<file path="src/rtl/kypd_scan_ctrl.sv">
// Column scan sequencer and debouncer for the 4x4 PmodKYPD.
// Emits one key-press event per accepted press through a single-entry valid/ready buffer.
module kypd_scan_ctrl #(
    parameter int COL_PERIOD     = 100000,
    parameter int SETTLE         = 8,
    parameter int DEBOUNCE_SCANS = 4
) (
    input  logic       clk,
    input  logic       rst_n,
    input  logic [3:0] Row,
    output logic [3:0] Col,
    output logic [3:0] key_code,
    output logic       key_valid,
    input  logic       key_ready,
    output logic       key_held,
    output logic       overrun,
    input  logic       overrun_clr
);

    localparam int CNT_W = (COL_PERIOD > 1) ? $clog2(COL_PERIOD) : 1;
    localparam int DB_W  = $clog2(DEBOUNCE_SCANS + 1);
    localparam logic [CNT_W-1:0] CNT_LAST   = CNT_W'(COL_PERIOD - 1);
    localparam logic [CNT_W-1:0] CNT_SETTLE = CNT_W'(SETTLE);
    localparam logic [DB_W-1:0]  DB_FULL    = DB_W'(DEBOUNCE_SCANS);
    localparam logic [DB_W-1:0]  DB_ONE     = DB_W'(1);

    typedef enum logic [1:0] {
        S_IDLE,
        S_DRIVE,
        S_EVAL
    } state_t;

    state_t             state, state_next;
    logic [1:0]         col_idx, col_idx_next;
    logic [CNT_W-1:0]   cnt, cnt_next;
    logic [3:0]         col_next;
    logic [3:0][3:0]    row_s;

    logic               res_found, res_multi;
    logic [3:0]         res_code;

    logic               cand_key, cand_key_next;
    logic [3:0]         cand_code, cand_code_next;
    logic [DB_W-1:0]    db_cnt, db_cnt_next;
    logic               stable_key, stable_key_next;
    logic [3:0]         stable_code, stable_code_next;
    logic               evt;

    // Key legend indexed by column (0 = C1) and row (0 = R1).
    function automatic logic [3:0] key_map(input logic [1:0] c, input logic [1:0] r);
        logic [3:0] k;
        case ({c, r})
            4'b00_00: k = 4'h1;
            4'b00_01: k = 4'h4;
            4'b00_10: k = 4'h7;
            4'b00_11: k = 4'h0;
            4'b01_00: k = 4'h2;
            4'b01_01: k = 4'h5;
            4'b01_10: k = 4'h8;
            4'b01_11: k = 4'hF;
            4'b10_00: k = 4'h3;
            4'b10_01: k = 4'h6;
            4'b10_10: k = 4'h9;
            4'b10_11: k = 4'hE;
            4'b11_00: k = 4'hA;
            4'b11_01: k = 4'hB;
            4'b11_10: k = 4'hC;
            default:  k = 4'hD;
        endcase
        return k;
    endfunction

    always_ff @(posedge clk or negedge rst_n) begin
        if (!rst_n) begin
            state   <= S_IDLE;
            col_idx <= 2'd0;
            cnt     <= '0;
            Col     <= 4'b1111;
        end else begin
            state   <= state_next;
            col_idx <= col_idx_next;
            cnt     <= cnt_next;
            Col     <= col_next;
        end
    end

    always_comb begin
        state_next   = state;
        col_idx_next = col_idx;
        cnt_next     = cnt;
        col_next     = Col;
        case (state)
            S_IDLE: begin
                state_next   = S_DRIVE;
                col_idx_next = 2'd0;
                cnt_next     = '0;
                col_next     = 4'b0111;
            end
            S_DRIVE: begin
                if (cnt == CNT_LAST) begin
                    cnt_next = '0;
                    if (col_idx == 2'd3) begin
                        state_next = S_EVAL;
                        col_next   = 4'b1111;
                    end else begin
                        col_idx_next = col_idx + 2'd1;
                        col_next     = ~(4'b1000 >> (col_idx + 2'd1));
                    end
                end else begin
                    cnt_next = cnt + 1'b1;
                end
            end
            default: begin
                state_next   = S_DRIVE;
                col_idx_next = 2'd0;
                cnt_next     = '0;
                col_next     = 4'b0111;
            end
        endcase
    end

    // Row is captured once per column, SETTLE cycles after the column changed.
    always_ff @(posedge clk or negedge rst_n) begin
        if (!rst_n) begin
            row_s <= '1;
        end else if (state == S_DRIVE && cnt == CNT_SETTLE) begin
            row_s[col_idx] <= Row;
        end
    end

    always_comb begin
        res_found = 1'b0;
        res_multi = 1'b0;
        res_code  = 4'h0;
        for (int c = 0; c < 4; c++) begin
            for (int b = 0; b < 4; b++) begin
                if (!row_s[c][b]) begin
                    if (res_found) res_multi = 1'b1;
                    res_found = 1'b1;
                    res_code  = key_map(2'(c), 2'(3 - b));
                end
            end
        end
    end

    // MULTI scans leave the debouncer untouched; NONE is tracked like a key.
    always_comb begin
        cand_key_next    = cand_key;
        cand_code_next   = cand_code;
        db_cnt_next      = db_cnt;
        stable_key_next  = stable_key;
        stable_code_next = stable_code;
        evt              = 1'b0;
        if (state == S_EVAL && !res_multi) begin
            if (res_found == cand_key && (!res_found || res_code == cand_code)) begin
                if (db_cnt != DB_FULL) db_cnt_next = db_cnt + DB_ONE;
            end else begin
                cand_key_next  = res_found;
                cand_code_next = res_found ? res_code : 4'h0;
                db_cnt_next    = DB_ONE;
            end
            if (db_cnt_next == DB_FULL) begin
                stable_key_next  = cand_key_next;
                stable_code_next = cand_code_next;
                if (cand_key_next && (!stable_key || stable_code != cand_code_next)) evt = 1'b1;
            end
        end
    end

    always_ff @(posedge clk or negedge rst_n) begin
        if (!rst_n) begin
            cand_key    <= 1'b0;
            cand_code   <= 4'h0;
            db_cnt      <= '0;
            stable_key  <= 1'b0;
            stable_code <= 4'h0;
        end else begin
            cand_key    <= cand_key_next;
            cand_code   <= cand_code_next;
            db_cnt      <= db_cnt_next;
            stable_key  <= stable_key_next;
            stable_code <= stable_code_next;
        end
    end

    assign key_held = stable_key;

    // A new event may replace an entry that is being accepted in the same cycle.
    always_ff @(posedge clk or negedge rst_n) begin
        if (!rst_n) begin
            key_code  <= 4'h0;
            key_valid <= 1'b0;
            overrun   <= 1'b0;
        end else begin
            if (evt && (!key_valid || key_ready)) begin
                key_code  <= stable_code_next;
                key_valid <= 1'b1;
            end else if (key_valid && key_ready) begin
                key_valid <= 1'b0;
            end
            if (evt && key_valid && !key_ready) begin
                overrun <= 1'b1;
            end else if (overrun_clr) begin
                overrun <= 1'b0;
            end
        end
    end

endmodule

</file>
<file path="config.mk">
export PLATFORM = sky130hd
export DESIGN_NAME = kypd_scan_ctrl
export DESIGN_NICKNAME = d
export VERILOG_FILES = /design/src/rtl/kypd_scan_ctrl.sv
export SDC_FILE = /design/constraint.sdc
export NUM_CORES = 1
export LEC_CHECK = 0
export ABC_AREA = 0
export BUFFER_PORTS_ARGS = -buffer_cell sky130_fd_sc_hd__buf_4
export CORE_MARGIN = 4
export CORE_UTILIZATION = 38
export CTS_BUF_LIST = sky130_fd_sc_hd__clkbuf_8
export DETAILED_ROUTE_END_ITERATION = 8
export MAX_ROUTING_LAYER = met4
export SLEW_MARGIN = 20
export SYNTH_ARGS = -nofsm -noshare
export SYNTH_HDL_FRONTEND = slang
export SYNTH_SLANG_ARGS = --single-unit
</file>
<file path="constraint.sdc">
create_clock -name clk -period 3.37 [get_ports clk]
set_input_delay 0.674 -clock clk [delete_from_list [all_inputs] [get_ports clk]]
set_output_delay 0.674 -clock clk [all_outputs]
set_load 0.005 [all_outputs]
</file>
==> results.cfg <==
[sta]
rsz0062_at_grt = no
slew_viol_final = 0
period_minus_slack_ns = 3.043
clock_skew_ns = 0.01060
fin_setup_tns_ns = 0
finalCritPeriodShare_pct = 90.28
hold_ws_ns = 0.4135
finalSetupViolCount = 0
worstMarginPinSlew_ns = 0.7606
max_freq_ghz = 0.3287
finalHoldViolCount = 0
relSlewSlack_pct = 49.29

[grt]
grt-ovfl-total = 0
grt_pass1_wl_um = 13950
grt_max_degree = 61
antenna_found_initial = 0
grt_pass1_vias = 2819
track_usage_pct = 15.76

[synthesis]
yosys.area.top_type_share_pct = 27.70
yosys_warnings = 0
synth-xor-area-share_pct = 4.120
synth-edff-count = 0
synth_cell_types = 61
synth_compound_area_share_pct = 13.92
syn_avg_cell_area_um2 = 9.265
syn_area_mm2 = 0.003613
syn_inst = 390
synthAdderAreaFrac_pct = 3.670
synth.largest_area_cell = dfrtp_1
yosys.area_share.simple_pct = 24.93
yosysSeqAreaShare_pct = 42.24
synth_top_family_by_area = simple AND/OR/NAND/NOR gates
synth_ff_type = dfrtp_1
async_flop_share_pct = 100.0
syn-num-nets = 407
synth_area_leaders = dfrtp_1 28%, dfstp_2 15%, mux2_2 5.9%, nand2_1 4.9%, nor2_1 3.8%
yosys_register_bits = 60
muxShareOfSynthArea_pct = 6.891

[final_layout]
diodes = 0
layout-drive-gt1-share_pct = 22.28
nets = 425
area_delta_synth_final_pct = 13.40

[place]
numPortBuffers = 18
post-dp-hpwl_um = 5636
gp_congestion = 0.8874

[clocking]
h-tree-depth = 3
root_buffer = clkbuf_8
clkTransAtPathRegs_ns = 0.07
cts_sinks = 60
clk_latency_ns = 0.35
cts_resized = 0
cts-buffers-inserted = 9
postCtsHoldBufs = 0
clockBufferDepth = 2
cts_setup_buffers = 0
cts_tree = done

[detailed_routing]
wl_um = 7978
ant_nets = 0
num_vias = 2831
firstDrtPassIters = 4
routedWlPerCell_um = 14.72
drtIter0Drc = 179
drc = 0
via_per_inst = 5.223

[pwr]
leakagePower_nw = 1.692
ir_drop_v = 0.0001809
power_density_mw_per_mm2 = 374.2

[worst_setup_path]
critPathKind = reg -> reg
path_max_fanout = 9
cp.required_ns = 3.60
r2r_start = row_s[9]
r2r-end = key_code[3]
r2r_cells = 7
worstSetupEndpointType = flop
setup.worst_path.start_class = flop
r2r_slack_ns = 0.33
crit_arrival_ns = 3.27

[floorplan]
initial_core_util_pct = 39.11
die_y_um = 105.5
rows = 35
die_x_um = 105.5
coreArea_mm2 = 0.009240
die_area_mm2 = 0.01113
io_pins = 19

[flow_run]
maxCapViolations = 0

[min_path]
holdCritPathClass = in -> async

[status]
status = finished clean
flip-flops by register name, summed over array words and instances (netlist names), 3 cells and up:
| signal | flops |
|---|---|
| key_code | 4 |
| stable_code | 4 |
| Col | 4 |
| cand_code | 4 |
| db_cnt | 3 |
| cnt | 17 |
| row_s | 16 |
Yosys cell counts (8+ instances only):
cell type	instances
nand2_1	47
dfrtp_1	40
nor2_1	37
o21ai_0	22
dfstp_2	20
mux2_2	19
nand3_1	19
inv_1	17
nand4_1	11
xor2_1	11
a21oi_1	10
and2_1	9
and3_1	9
ha_1	9
o211ai_1	9
nor3_1	8
worst max-delay path by stage:
stage,start,to,slack [ns],cells past startpoint
after detailed placement,row_s[9],key_code[3],0.38,7
after global routing,row_s[15],key_code[3],0.12,7
after global placement,row_s[9],key_code[3],0.40,7
final,row_s[9],key_code[3],0.33,7
after floorplan,row_s[9],key_code[0],0.62,9
after CTS,row_s[9],key_code[3],0.35,7
layout make-up:
cell class,count,area [µm²]
fillers,886,5142
well taps,129,161.4
clock buffers,9,123.9
multi-input cells,296,1934
inverters,17,63.81
clock inverters,7,107.6
flip-flops and latches,60,1526
repair buffers,24,180.2
stage by stage:
stage | util (%) | instance area [µm²] | power (mW) | worst slack, ns | std cells
after floorplan | - | 3613 | 0.7458 | 0.6200 | 390
after global routing | 44.35 | 4098 | 1.598 | 0.1249 | 542
after global placement | 41.84 | 3866 | 0.7704 | 0.4028 | 526
after detailed placement | 41.84 | 3866 | 0.7717 | 0.3815 | 526
final | 44.35 | 4098 | 1.533 | 0.3275 | 542
after CTS | 44.35 | 4098 | 1.563 | 0.3508 | 542
where the power goes:
part / total (mW) / switching [mW] / internal (mW)
Combinational: 0.0282 / 0.0200 / 0.00820
Sequential: 0.729 / 0.00326 / 0.726
Clock: 0.776 / 0.293 / 0.483
cells by family after synthesis:
| group | after synthesis |
|---|---|
| simple gates | 177 |
| compound gates | 69 |
| flops | 60 |
| buf+inv | 34 |
| mux | 22 |
| xor+xnor | 17 |
| fa+ha+maj | 11 |
worst max-delay path, stage by stage (launching register included):
cell and delay [ns]:
dfstp_2 0.62, inv_1 0.12, a2111oi_4 0.40, and3b_1 0.30, nor2_1 0.08, or4_1 0.71
a211oi_4 0.33, mux2_2 0.38
layout by cell type (no fill, tap or decap), types with 10 or more instances in the layout:
master    n
buf_4    24
inv_1    19
nor2_1   37
dfrtp_1  40
dfstp_2  20
xor2_1   11
a21oi_1  10
mux2_2   19
o21ai_0  22
nand4_1  11
nand2_1  47
nand3_1  19
metal layers:
layer	up-vias	share of wire, %	GRT usage, %	wire length (µm)
met5	-	0	-	0
met4	0	1.8	5.273	146
met3	14	3.7	4.225	295
met2	54	47	24.45	3745
met1	1348	48	20.05	3791
li1	1415	-	-	-
No activity file was read; power rests on OpenSTA's default activity.
